File: src/rtl/idu_mt_pkg.sv
// Shared decode types for the multithreaded RV32I(+M) decode stage.
// Holds the decoded bundle layout, ALU op encoding, opcode constants and immediate kinds.
package cpu_types;

  localparam int CPU_XLEN = 32;

  localparam logic [4:0] OPC_LUI    = 5'b01101;
  localparam logic [4:0] OPC_AUIPC  = 5'b00101;
  localparam logic [4:0] OPC_JAL    = 5'b11011;
  localparam logic [4:0] OPC_JALR   = 5'b11001;
  localparam logic [4:0] OPC_BRANCH = 5'b11000;
  localparam logic [4:0] OPC_LOAD   = 5'b00000;
  localparam logic [4:0] OPC_STORE  = 5'b01000;
  localparam logic [4:0] OPC_OP_IMM = 5'b00100;
  localparam logic [4:0] OPC_OP     = 5'b01100;

  // Encoded identically to funct3 of OP/OP-IMM so decode can pass fn3 straight through.
  typedef enum logic [2:0] {
    ALU_ADD  = 3'b000,
    ALU_SLL  = 3'b001,
    ALU_SLT  = 3'b010,
    ALU_SLTU = 3'b011,
    ALU_XOR  = 3'b100,
    ALU_SRL  = 3'b101,
    ALU_OR   = 3'b110,
    ALU_AND  = 3'b111
  } alu_logic_op_t;

  typedef enum logic [2:0] {
    IMM_I, IMM_S, IMM_B, IMM_U, IMM_J, IMM_SH
  } imm_type_t;

  typedef struct packed {
    logic [4:0]          rs1;
    logic                rs1_en;
    logic [4:0]          rs2;
    logic                rs2_en;
    logic [4:0]          rd;
    logic                rd_en;
    logic                jal_req;
    logic                jalr_req;
    logic                b_req;
    logic                lui_req;
    logic                auipc_req;
    logic                l_req;
    logic                s_req;
    logic                mul_req;
    logic [2:0]          fn3;
    alu_logic_op_t       alu_logic_op;
    logic                logic_op;
    logic                sub;
    logic                sra;
    logic [CPU_XLEN-1:0] imm;
    logic                illegal;
  } decoded_inst_t;

endpackage

File: src/rtl/idu_mt_dec.sv
// Combinational RV32I(+optional M) instruction decoder.
// Any encoding outside the supported set yields an all-zero bundle with only illegal set.
module idu_mt_dec
  import cpu_types::*;
#(
  parameter int XLEN     = 32,
  parameter bit EN_M_EXT = 1'b0
) (
  input  logic [31:0]   i_inst,
  output decoded_inst_t o_dec
);

  decoded_inst_t   w_dec;
  imm_type_t       w_imm_t;
  logic            w_has_imm, w_ok, w_use_rd, w_use_rs1, w_use_rs2;
  logic [2:0]      w_f3;
  logic [6:0]      w_f7;
  logic [XLEN-1:0] w_imm;

  assign w_f3 = i_inst[14:12];
  assign w_f7 = i_inst[31:25];

  always_comb begin
    w_dec              = '0;
    w_dec.rs1          = i_inst[19:15];
    w_dec.rs2          = i_inst[24:20];
    w_dec.rd           = i_inst[11:7];
    w_dec.fn3          = w_f3;
    w_dec.alu_logic_op = ALU_ADD;
    w_imm_t            = IMM_I;
    w_has_imm          = 1'b1;
    w_ok               = 1'b0;
    w_use_rd           = 1'b0;
    w_use_rs1          = 1'b0;
    w_use_rs2          = 1'b0;
    if (i_inst[1:0] == 2'b11) begin
      case (i_inst[6:2])
        OPC_LUI:   begin w_ok = 1'b1; w_use_rd = 1'b1; w_dec.lui_req = 1'b1; w_imm_t = IMM_U; end
        OPC_AUIPC: begin w_ok = 1'b1; w_use_rd = 1'b1; w_dec.auipc_req = 1'b1; w_imm_t = IMM_U; end
        OPC_JAL:   begin w_ok = 1'b1; w_use_rd = 1'b1; w_dec.jal_req = 1'b1; w_imm_t = IMM_J; end
        OPC_JALR: begin
          w_ok = (w_f3 == 3'b000); w_use_rd = 1'b1; w_use_rs1 = 1'b1; w_dec.jalr_req = 1'b1;
        end
        OPC_BRANCH: begin
          w_ok = (w_f3[2:1] != 2'b01); w_use_rs1 = 1'b1; w_use_rs2 = 1'b1;
          w_dec.b_req = 1'b1; w_dec.sub = 1'b1; w_imm_t = IMM_B;
        end
        OPC_LOAD: begin
          w_ok = !(w_f3 == 3'b011 || w_f3[2:1] == 2'b11);
          w_use_rd = 1'b1; w_use_rs1 = 1'b1; w_dec.l_req = 1'b1;
        end
        OPC_STORE: begin
          w_ok = !w_f3[2] && (w_f3[1:0] != 2'b11);
          w_use_rs1 = 1'b1; w_use_rs2 = 1'b1; w_dec.s_req = 1'b1; w_imm_t = IMM_S;
        end
        OPC_OP_IMM: begin
          w_use_rd = 1'b1; w_use_rs1 = 1'b1;
          w_dec.alu_logic_op = alu_logic_op_t'(w_f3);
          w_dec.logic_op     = w_f3[2] && (w_f3[1] || !w_f3[0]);
          w_dec.sub          = (w_f3[2:1] == 2'b01);
          // SLLI/SRLI/SRAI reuse the funct7 slot, so it must be validated here.
          if (w_f3[1:0] == 2'b01) begin
            w_imm_t   = IMM_SH;
            w_ok      = (w_f7 == 7'b0000000) || (w_f3[2] && w_f7 == 7'b0100000);
            w_dec.sra = w_f3[2] && w_f7[5];
          end else begin
            w_ok = 1'b1;
          end
        end
        OPC_OP: begin
          w_use_rd = 1'b1; w_use_rs1 = 1'b1; w_use_rs2 = 1'b1; w_has_imm = 1'b0;
          if (w_f7 == 7'b0000000) begin
            w_ok               = 1'b1;
            w_dec.alu_logic_op = alu_logic_op_t'(w_f3);
            w_dec.logic_op     = w_f3[2] && (w_f3[1] || !w_f3[0]);
            w_dec.sub          = (w_f3[2:1] == 2'b01);
          end else if (w_f7 == 7'b0100000) begin
            w_ok               = (w_f3 == 3'b000) || (w_f3 == 3'b101);
            w_dec.alu_logic_op = alu_logic_op_t'(w_f3);
            w_dec.sub          = (w_f3 == 3'b000);
            w_dec.sra          = (w_f3 == 3'b101);
          end else if (w_f7 == 7'b0000001) begin
            w_ok          = EN_M_EXT;
            w_dec.mul_req = 1'b1;
          end else begin
            w_ok = 1'b0;
          end
        end
        default: w_ok = 1'b0;
      endcase
    end

    case (w_imm_t)
      IMM_I:   w_imm = {{(XLEN-12){i_inst[31]}}, i_inst[31:20]};
      IMM_S:   w_imm = {{(XLEN-12){i_inst[31]}}, i_inst[31:25], i_inst[11:7]};
      IMM_B:   w_imm = {{(XLEN-13){i_inst[31]}}, i_inst[31], i_inst[7], i_inst[30:25],
                        i_inst[11:8], 1'b0};
      IMM_U:   w_imm = {{(XLEN-31){i_inst[31]}}, i_inst[30:12], 12'b0};
      IMM_J:   w_imm = {{(XLEN-21){i_inst[31]}}, i_inst[31], i_inst[19:12], i_inst[20],
                        i_inst[30:21], 1'b0};
      IMM_SH:  w_imm = {{(XLEN-5){1'b0}}, i_inst[24:20]};
      default: w_imm = '0;
    endcase

    w_dec.imm    = w_has_imm ? w_imm : '0;
    w_dec.rs1_en = w_use_rs1;
    w_dec.rs2_en = w_use_rs2;
    w_dec.rd_en  = w_use_rd && (i_inst[11:7] != 5'd0);

    if (!w_ok) begin
      w_dec         = '0;
      w_dec.illegal = 1'b1;
    end
  end

  assign o_dec = w_dec;

endmodule

File: src/rtl/idu_mt.sv
// Multithreaded decode stage: registered output with a one-entry skid for full throughput,
// per-thread flush, and per-thread trap hold that drops a thread's input after an illegal op.
module idu_mt
  import cpu_types::*;
#(
  parameter int XLEN        = 32,
  parameter int ADDR_LEN    = 32,
  parameter int NUM_THREADS = 4,
  parameter bit EN_M_EXT    = 1'b0,
  localparam int TID_W      = (NUM_THREADS > 1) ? $clog2(NUM_THREADS) : 1,
  localparam int PC_W       = ADDR_LEN - 2
) (
  input  logic                   clk,
  input  logic                   rst,
  input  logic                   in_valid_i,
  output logic                   in_ready_o,
  input  logic [31:0]            in_inst_i,
  input  logic [PC_W-1:0]        in_pc_i,
  input  logic [TID_W-1:0]       in_tid_i,
  input  logic                   flush_i,
  input  logic [TID_W-1:0]       flush_tid_i,
  output logic                   out_valid_o,
  input  logic                   out_ready_i,
  output decoded_inst_t          out_dec_o,
  output logic [PC_W-1:0]        out_pc_o,
  output logic [TID_W-1:0]       out_tid_o,
  output logic [NUM_THREADS-1:0] trap_hold_o
);

  decoded_inst_t          r_main_dec, r_skid_dec, w_in_dec, w_load_dec;
  logic                   r_main_vld, r_skid_vld;
  logic [PC_W-1:0]        r_main_pc, r_skid_pc, w_load_pc;
  logic [TID_W-1:0]       r_main_tid, r_skid_tid, w_load_tid;
  logic [NUM_THREADS-1:0] r_hold, w_hold_nxt;
  logic                   w_flush_main, w_flush_skid, w_skid_live, w_in_keep;
  logic                   w_main_load, w_load_vld;

  idu_mt_dec #(.XLEN(XLEN), .EN_M_EXT(EN_M_EXT)) u_dec (
    .i_inst (in_inst_i),
    .o_dec  (w_in_dec)
  );

  // Ready depends only on the skid flag, so out_ready_i never reaches in_ready_o.
  assign in_ready_o = !r_skid_vld;

  always_comb begin
    w_flush_main = flush_i && r_main_vld && (r_main_tid == flush_tid_i);
    w_flush_skid = flush_i && r_skid_vld && (r_skid_tid == flush_tid_i);
    w_skid_live  = r_skid_vld && !w_flush_skid;
    w_in_keep    = in_valid_i && in_ready_o && !r_hold[in_tid_i]
                   && !(flush_i && (in_tid_i == flush_tid_i));
    w_main_load  = !r_main_vld || out_ready_i || w_flush_main;
    // The skid entry is always older than the input, so it wins the main slot.
    w_load_vld   = w_skid_live || w_in_keep;
    w_load_dec   = w_skid_live ? r_skid_dec : w_in_dec;
    w_load_pc    = w_skid_live ? r_skid_pc  : in_pc_i;
    w_load_tid   = w_skid_live ? r_skid_tid : in_tid_i;

    w_hold_nxt = r_hold;
    if (w_main_load && w_load_vld && w_load_dec.illegal)
      w_hold_nxt[w_load_tid] = 1'b1;
    if (flush_i)
      w_hold_nxt[flush_tid_i] = 1'b0;
  end

  always_ff @(posedge clk) begin
    if (rst) begin
      r_main_vld <= 1'b0;
      r_main_dec <= '0;
      r_main_pc  <= '0;
      r_main_tid <= '0;
      r_skid_vld <= 1'b0;
      r_skid_dec <= '0;
      r_skid_pc  <= '0;
      r_skid_tid <= '0;
      r_hold     <= '0;
    end else begin
      r_hold <= w_hold_nxt;
      if (w_main_load) begin
        r_main_vld <= w_load_vld;
        if (w_load_vld) begin
          r_main_dec <= w_load_dec;
          r_main_pc  <= w_load_pc;
          r_main_tid <= w_load_tid;
        end
      end
      r_skid_vld <= !w_main_load && (w_skid_live || w_in_keep);
      if (!w_main_load && w_in_keep) begin
        r_skid_dec <= w_in_dec;
        r_skid_pc  <= in_pc_i;
        r_skid_tid <= in_tid_i;
      end
    end
  end

  assign out_valid_o = r_main_vld;
  assign out_dec_o   = r_main_dec;
  assign out_pc_o    = r_main_pc;
  assign out_tid_o   = r_main_tid;
  assign trap_hold_o = r_hold;

endmodule
File: config.mk
export PLATFORM = sky130hd
export DESIGN_NAME = idu_mt
export DESIGN_NICKNAME = d
export VERILOG_FILES = /design/src/rtl/idu_mt_pkg.sv /design/src/rtl/idu_mt_dec.sv /design/src/rtl/idu_mt.sv
export SDC_FILE = /design/constraint.sdc
export NUM_CORES = 1
export LEC_CHECK = 0
export ABC_CLOCK_PERIOD_IN_PS = 2900
export BUFFER_PORTS_ARGS = -buffer_cell sky130_fd_sc_hd__buf_2
export CAP_MARGIN = 30
export CORE_MARGIN = 5
export CORE_UTILIZATION = 50
export CTS_CLUSTER_DIAMETER = 50
export DETAILED_ROUTE_END_ITERATION = 12
export PLACE_DENSITY_LB_ADDON = 0.05
export SETUP_SLACK_MARGIN = 0.2
export SYNTH_ARGS = -nofsm -noshare
export SYNTH_HDL_FRONTEND = slang
export SYNTH_HIERARCHICAL = 1
export SYNTH_SLANG_ARGS = --single-unit
File: constraint.sdc
create_clock -name clk -period 2.9 [get_ports clk]
set_input_delay 0.145 -clock clk [delete_from_list [all_inputs] [get_ports clk]]
set_output_delay 0.145 -clock clk [all_outputs]
set_load 0.02 [all_outputs]
# Word level (Yosys, flattened, before mapping)
# Index checks and enable logic that the tools add are counted.
dict set report totals {
  reg_bits 206
  latch_bits 0
  mem_bits_rw 0
  mem_bits_ro 0
  inputBits 71
  out_inout_bits 106
  elab_cells 183
  mem_count 0
}
dict set report classes {
  addsub 0
  multipliers 0
  n_div 0
  n_lt_le_gt_ge 5
  eq_ne 26
  shift 0
  n_mux 53
  bitwise 3
  reduce_logical 47
}
# operator count
set ops {}
lappend ops {{32-bit case mux with 6 select lines} 1}
lappend ops {{68-bit 2-to-1 mux} 2}
lappend ops {{32-bit 2-to-1 mux} 1}
lappend ops {{1-bit 2-to-1 mux} 30}
lappend ops {{30-bit 2-to-1 mux} 1}
lappend ops {{1-bit logical AND} 20}
lappend ops {{5-bit by 4-bit equality test with 1-bit output (second input constant)} 3}
lappend ops {{5-bit equality test (second input constant)} 3}
lappend ops {{3-bit case mux with 5 select lines} 1}
lappend ops {{3-bit 2-to-1 mux} 4}
lappend ops {{5-bit by 3-bit equality test with 1-bit output (second input constant)} 2}
lappend ops {{3-bit by 2-bit equality test with 1-bit output (second input constant)} 3}
lappend ops {{3-bit equality test (second input constant)} 3}
lappend ops {{1-bit zero test} 9}
lappend ops {{2-bit by 3-bit less-than comparator with 1-bit output (second input constant)} 3}
lappend ops {{4-bit 2-to-1 mux} 2}
lappend ops {{8-bit 2-to-1 mux} 1}
lappend ops {{4-bit case mux with 2 select lines} 1}
lappend ops {{7-bit by 1-bit equality test with 1-bit output (second input constant)} 1}
lappend ops {{7-bit by 6-bit equality test with 1-bit output (second input constant)} 1}
lappend ops {{7-bit zero test} 1}
lappend ops {{1-bit logical OR} 7}
lappend ops {{1-bit case mux with 7 select lines} 1}
lappend ops {{7-bit OR reduction} 1}
lappend ops {{other kinds (23)} 32}

# Longest topological paths before layout
# Gate-level depths: netlist of run 1.
dict set report logic_depth {
  depth_word 13
  mapped_depth 11
  depth_no_buf 9
}

# By module
# The synthesis of run 1 kept the hierarchy.
# mod instances cells_each area_per_inst_um2 seq_area_each_um2
set by_module_without_submodules {}
lappend by_module_without_submodules {idu_mt 1 936 8214.1 4124.0}
lappend by_module_without_submodules {idu_mt_dec 1 187 1016.0 0.0}

# Least setup slack after synthesis of run 1
# OpenSTA, ideal clock, no wires.
dict set report synth_path {
  path_kind {input-to-reg}
  from {input in_inst_i[3]}
  to {register r_hold[1], in the netlist trap_hold_o[1]}
  setup_ns 0.091
  arrival_time_ns 2.194
  required_ns 2.809
  slack_ns 0.615
  path_stages 11
  path_buffers 2
  path_cell_list {buf_2 or4b_4 nor3_1 or4_1 o21a_2 inv_2 buf_4 inv_1 o32ai_1 a31oi_1 a311oi_1}
}
# element line
set synth_lines {}
lappend synth_lines {{start, declared} idu_mt.sv:17} ;# input logic [31:0] in_inst_i,
lappend synth_lines {{end signal, assigned} idu_mt.sv:78} ;# r_hold <= w_hold_nxt;
lappend synth_lines {{end, declared} idu_mt.sv:34} ;# logic [NUM_THREADS-1:0] r_hold, w_hold_nxt;

# Final worst setup path of run 1
dict set report layout_path {
  from {input in_tid_i[0]}
  to {register r_main_pc[9], in the netlist out_pc_o[9]}
}
dict set report layout_via {
  elab_chain_cells 7
  elab_cells_between_ends 10
  classes_between {1 x eq/ne; 2 x mux; 7 x reduce/logical}
}
# element line
set layout_rtl {}
lappend layout_rtl {{start, declared} idu_mt.sv:19} ;# input logic [TID_W-1:0] in_tid_i,
lappend layout_rtl {{1-bit binary-select mux with 2-bit select} idu_mt.sv:50} ;# w_in_keep = in_valid_i && in_ready_o && !r_hold[in_tid_i]
lappend layout_rtl {{1-bit 2-to-1 mux (not written as such)} idu_mt.sv:50}
lappend layout_rtl {{1-bit zero test} idu_mt.sv:50}
lappend layout_rtl {{1-bit logical AND} idu_mt.sv:50}
lappend layout_rtl {{1-bit logical AND (*)} idu_mt.sv:51} ;# && !(flush_i && (in_tid_i == flush_tid_i));
lappend layout_rtl {{1-bit logical OR (*)} idu_mt.sv:54} ;# w_load_vld = w_skid_live || w_in_keep;
lappend layout_rtl {{2-bit AND reduction (no line) (*)} -}
lappend layout_rtl {{end signal, assigned} idu_mt.sv:83} ;# r_main_pc <= w_load_pc;
lappend layout_rtl {{end, declared} idu_mt.sv:32} ;# logic [PC_W-1:0] r_main_pc, r_skid_pc, w_load_pc;
# Every way passes the cells marked *; elsewhere a longest branch is shown, timed or not. The select of a mux whose other input is x is not followed.
# A chain may end at the register's enable or synchronous reset.

==> metrics.yaml, run 1 <==
wl_per_cell_um: 16.3
place_ws_ps: 276
status: "finished clean"
arrival_ps: 2940
fin_crit_ps: 2540
drive_gt1_frac: 0.196
fmax_mhz: 394
ys_ff_latch: 206
first_global_vias: 7889
io-pin-count: 177
vias: 8316
rsz0062_at_grt: "false"
first_pass_iters: 5
drtIter0Drc: 430
fin_ws_ps: 360
fin_crit_sh: 0.876
maxSlewHeadroom: 0.499
final_util: 0.635
via_per_inst: 5.41
finalWirelength_mm: 25.1
synth_edf_count: 0
nets: 1363
clockBufferDepth: 3
grt_max_degree: 92
ys.flop_type: "dfxtp_1"
ant_nets: 0
synth_cell_types: 52
coreArea_um2: 18100
async_reset_ff_frac: 0
io_buffers: 176
insertion_delay_ps: 510
hold_buffers: 36
rrSetupSlack_ps: 380
grt_antenna_before_repair: 1
hold_violations: 0
pwr_density_cell_nw_per_um2: 639
place_congestion: 0.855
worstSetupEndpointType: "flip-flop"
synth_nets: 1194
cts_resized: 0
max-cap-violations: 0
cts_root_buf: "clkbuf_16"
fin_setup_tns_ps: 0
dp_hpwl_mm: 16.6
hold_ws_ps: 27.0
grt_usage: 0.226
startpoint_type: "input pin"
synth_area_um2: 9230
worstSetupPathType: "input pin to flip-flop"
fp-row-count: 49
start_util: 0.510
drc_errors: 0
cts_setup_buffers: 0
fp.dieArea_um2: 21300
h-tree-depth: 1
grt_overflow_total: 0
seq_area_frac_synth: 0.447
hold_class: "input pin to flip-flop"
cp_data_required_time_ps: 3300
ir_drop_uv: 440
final_max_slew_viol_count: 0
cts_sinks: 206
grt_pass1_wl_mm: 40.8
setup_viol: 0
syn2layout_area_growth_pct: 24.5
path_max_fanout: 37
die_h_um: 146
die_w_um: 146
tritoncts: "built"
max_slew.worst_pin.slew_ps: 751
syn_inst: 1123
fillCellCount: 1610
numCtsBuffers: 26
clk_pin_slew_worst_paths_ps: 60
yosysWarnings: 6
final.setup_skew_ps: 12.1
synth.avg_cell_area_um2: 8.22
total_leakage_power_nw: 5.07
-- worst paths after layout --
path,cells after the start,from,endpoint
min reg2reg,2,r_skid_dec[37]$_SDFFE_PP0P_,r_skid_dec[37]$_SDFFE_PP0P_
max,8,in_tid_i[0],out_pc_o[9]$_SDFFE_PP0P_
max reg2reg,6,trap_hold_o[1]$_SDFF_PP0_,out_pc_o[9]$_SDFFE_PP0P_
min,5,in_inst_i[15],r_skid_dec[16]$_SDFFE_PP0P_
-- cells in the mapped netlist (all sizes together), types with 2 or more instances --
master	n	area share
a211oi	100	0.081
a21oi	127	0.069
a22oi	5	0.0041
a311oi	6	0.0070
a31oi	5	0.0034
and2	21	0.014
and3	3	0.0020
buf	58	0.035
clkbuf	39	0.016
dfxtp	206	0.45
inv	9	0.0037
mux2i	100	0.11
nand2	236	0.096
nand2b	4	0.0027
nand3	10	0.0054
nand3b	3	0.0024
nand4	2	0.0014
nor2	127	0.052
nor2b	4	0.0027
nor3	13	0.0070
nor4b	2	0.0026
o21a	2	0.0018
o21ai	11	0.0060
o31ai	2	0.0016
or4	2	0.0016
xnor2	5	0.0047
xor2	2	0.0019
-- power breakdown --
| group | switching (W) | total [W] | internal [W] |
|---|---|---|---|
| combinational | 0.000716 | 0.00113 | 0.000411 |
| sequential | 0.0000916 | 0.00310 | 0.00300 |
| clock | 0.00119 | 0.00312 | 0.00193 |
| total | 0.00200 | 0.00734 | 0.00535 |
-- routing by layer --
layer | vias to the layer above | GRT usage | share of wire
met5 | - | 0 | 0
met4 | 0 | 0.0712 | 0.022
met3 | 41 | 0.0448 | 0.060
met2 | 220 | 0.358 | 0.45
met1 | 3827 | 0.312 | 0.47
li1 | 4228 | - | -
-- critical path, stage by stage --
cell	delay [ps]
dlygate4sd3_1	520
buf_2	160
mux4_2	520
a311oi_2	490
o21ba_4	480
buf_12	250
nor2_1	80
a211oi_1	280
-- per-stage QoR --
| step | total power, W | cells | instance area, um2 |
|---|---|---|---|
| final | 0.00734 | 1538 | 11500 |
| after global routing | 0.00767 | 1538 | 11500 |
| after CTS | 0.00742 | 1537 | 11500 |
| after detailed placement | 0.00425 | 1457 | 10300 |
| after global placement | 0.00425 | 1457 | 10300 |
| after floorplan | 0.00386 | 1123 | 9230 |
-- cell usage in the layout, fill, tap and decap left out, types with 2 or more instances in the layout --
master | netlist | routed
clkbuf_16 | 0 | 27
clkbuf_1 | 39 | 2
nand2b_1 | 4 | 4
a311oi_1 | 4 | 4
a31oi_1 | 5 | 5
nor3_1 | 13 | 13
a22oi_1 | 5 | 5
clkinv_2 | 0 | 3
nor2b_1 | 4 | 4
a211oi_1 | 100 | 100
nor2_1 | 127 | 127
buf_2 | 45 | 175
nand2_1 | 236 | 235
a311oi_2 | 2 | 2
dlygate4sd3_1 | 0 | 36
xnor2_1 | 5 | 5
o21ai_1 | 2 | 2
and3_1 | 3 | 3
dfxtp_1 | 206 | 206
a21oi_1 | 127 | 127
xor2_1 | 2 | 2
inv_6 | 0 | 2
nand3_1 | 10 | 10
nand4_1 | 2 | 2
o21ai_0 | 9 | 9
buf_12 | 0 | 9
clkinvlp_4 | 0 | 2
or4_1 | 2 | 2
buf_4 | 13 | 17
nand3b_1 | 3 | 3
clkbuf_8 | 0 | 6
and2_1 | 21 | 20
mux2i_1 | 100 | 100
inv_1 | 8 | 8
-- logic make-up after synthesis --
kind of cell           share of synthesized area
AO/OA/AOI/OAI                              0.185
XOR/XNOR                                 0.00664
buffers and inverters                     0.0545
flip-flops                                 0.447
multiplexers                               0.111
other                                   0.000406
AND/OR/NAND/NOR                            0.195
-- flip-flops by register name, indices dropped and copies added, names as in the netlist --
register / count
r_skid_pc: 30
out_dec_o: 68
r_skid_dec: 68
r_skid_vld: 1
out_pc_o: 30
r_skid_tid: 2
out_valid_o: 1
out_tid_o: 2
trap_hold_o: 4
-- cell type report --
type                    instances  area, um2  area share
diodes                          1       2.50    0.000218
repair buffers                238       1560       0.135
inverters                       9       33.8     0.00294
clock inverters                 9       86.3     0.00752
multi-input cells             811       4630       0.403
clock buffers                  35        766      0.0667
well taps                     229        287      0.0249
flip-flops and latches        206       4120       0.359
(Power assumes the default switching activity.)
==> run 2: changes to the inputs <==
--- a/config.mk
+++ b/config.mk
@@ -5,7 +5,7 @@
 export SDC_FILE = /design/constraint.sdc
 export NUM_CORES = 1
 export LEC_CHECK = 0
-export ABC_CLOCK_PERIOD_IN_PS = 2900
+export ABC_CLOCK_PERIOD_IN_PS = 2350
 export BUFFER_PORTS_ARGS = -buffer_cell sky130_fd_sc_hd__buf_2
 export CAP_MARGIN = 30
 export CORE_MARGIN = 5
==> constraint.sdc (replaced) <==
create_clock -name clk -period 2.35 [get_ports clk]
set_input_delay 0.1175 -clock clk [delete_from_list [all_inputs] [get_ports clk]]
set_output_delay 0.1175 -clock clk [all_outputs]
set_load 0.02 [all_outputs]
==> metrics.yaml, run 2 (synthesized netlist as in run 1, its figures left out) <==
grt_overflow_total: 0
coreArea_um2: 18100
first_global_vias: 8050
multi_input_area_um2: 4690
arrival_ps: 2520
numCtsBuffers: 26
first_pass_iters: 5
start_util: 0.510
n_antenna_cell: 0
worstSetupEndpointType: "flip-flop"
startpoint_type: "flip-flop"
setup_viol: 0
fin_crit_sh: 0.891
dp_hpwl_mm: 17.4
fillCellCount: 1540
io-pin-count: 177
place_ws_ps: -21.8
syn2layout_area_growth_pct: 31.5
grt_antenna_before_repair: 0
drive_gt1_frac: 0.232
cts_sinks: 206
rrSetupSlack_ps: 260
cts_root_buf: "clkbuf_16"
r2r-end: "out_dec_o[3]$_SDFFE_PP0P_"
rsz0062_at_grt: "true"
finalWirelength_mm: 26.2
power_w: 0.00941
min_to: "r_skid_dec[8]$_SDFFE_PP0P_"
total_leakage_power_nw: 5.39
fin_crit_ps: 2090
min_from: "in_inst_i[27]"
ir_drop_uv: 758
grt_pass1_wl_mm: 42.1
fin_ws_ps: 257
fp-row-count: 49
hold_class: "input pin to flip-flop"
placed_cells: 1496
tritoncts: "built"
grt_usage: 0.234
postPlaceCellArea_um2: 10700
worstSetupPathType: "flip-flop to flip-flop"
reg2reg_from: "trap_hold_o[2]$_SDFF_PP0_"
h-tree-depth: 1
insertion_delay_ps: 530
clockBufferDepth: 3
drtIter0Drc: 480
final.setup_skew_ps: 11.2
fmax_mhz: 478
final_common_cell: "nand2_1"
pwr_density_cell_nw_per_um2: 775
place_congestion: 0.880
maxSlewHeadroom: 0.541
mostFrequentLayoutCells: "235 x nand2_1, 206 x dfxtp_1, 175 x buf_2"
drc_errors: 0
wl_per_cell_um: 16.4
max-cap-violations: 0
grt_max_degree: 79
die_h_um: 146
status: "finished clean"
nets: 1416
path_max_fanout: 18
clk_pin_slew_worst_paths_ps: 60
die_w_um: 146
ant_nets: 0
register_area_um2: 4120
hold_violations: 0
vias: 8588
max_slew.worst_pin.slew_ps: 689
fp.dieArea_um2: 21300
via_per_inst: 5.39
final_cells: 1594
final_max_slew_viol_count: 0
cp_data_required_time_ps: 2780
io_buffers: 176
fin_area_um2: 12100
rr_worst_depth: 7
hold_depth: 5
## run 2: timing repair
action | in CTS | in global routing
endpoints found under the hold margin | 77 | 0
gates cloned | 0 | 2
pin swaps | 0 | 2
gates resized for setup | 1 | 7
buffers inserted | 0 | 6
setup endpoints to repair | 1 | 62
hold buffers | 42 | 0
## run 2: report_power, final
group	internal (W)	leakage, nW	total (W)	switching, W
combinational	0.000618	3.27	0.00155	0.000931
clock	0.00246	0.441	0.00404	0.00157
sequential	0.00371	1.68	0.00382	0.000116
total	0.00678	5.39	0.00941	0.00262
## run 2: worst max path at each step
stage | startpoint | to | slack (ps) | depth (start not counted)
5_1_grt | trap_hold_o[3]$_SDFF_PP0_ | trap_hold_o[3]$_SDFF_PP0_ | 150 | 7
6_report | trap_hold_o[2]$_SDFF_PP0_ | out_dec_o[3]$_SDFFE_PP0P_ | 260 | 7
2_1_floorplan | in_inst_i[3] | trap_hold_o[1]$_SDFF_PP0_ | 210 | 11
3_3_place_gp | in_inst_i[2] | out_dec_o[44]$_SDFFE_PP0P_ | -0.3 | 10
3_5_place_dp | in_inst_i[2] | out_dec_o[44]$_SDFFE_PP0P_ | -20 | 10
4_1_cts | trap_hold_o[2]$_SDFF_PP0_ | out_dec_o[3]$_SDFFE_PP0P_ | 210 | 7
## run 2: through the flow
stage,hold WS (ps),TNS [ps],utilization
after floorplan,253,0,-
after global placement,369,-0.271,0.590
after detailed placement,378,-32.0,0.590
after CTS,0.226,0,0.664
after global routing,15.5,0,0.671
final,14.9,0,0.671
## run 2: final cells by class
cell class / count / area share
clock buffers: 33 / 0.0607
clock inverters: 15 / 0.0136
inverters: 9 / 0.00278
multi-input cells: 811 / 0.386
flip-flops and latches: 206 / 0.340
well taps: 229 / 0.0236
repair buffers: 291 / 0.173
## run 2: critical path: stages (launching register included)
cell and delay, ps:
dfxtp_1 340, mux4_2 500, a311oi_4 300, o21ba_4 240, buf_12 170, buf_12 160
nor2_1 50, a211oi_1 230
## run 2: routing by layer
metal	up-vias	routed length, um	global-route usage	part of all wire
li1	4339	-	-	-
met1	3943	12000	0.321	0.46
met2	254	12000	0.376	0.46
met3	52	1590	0.0448	0.061
met4	0	597	0.0703	0.023
met5	-	0	0	0
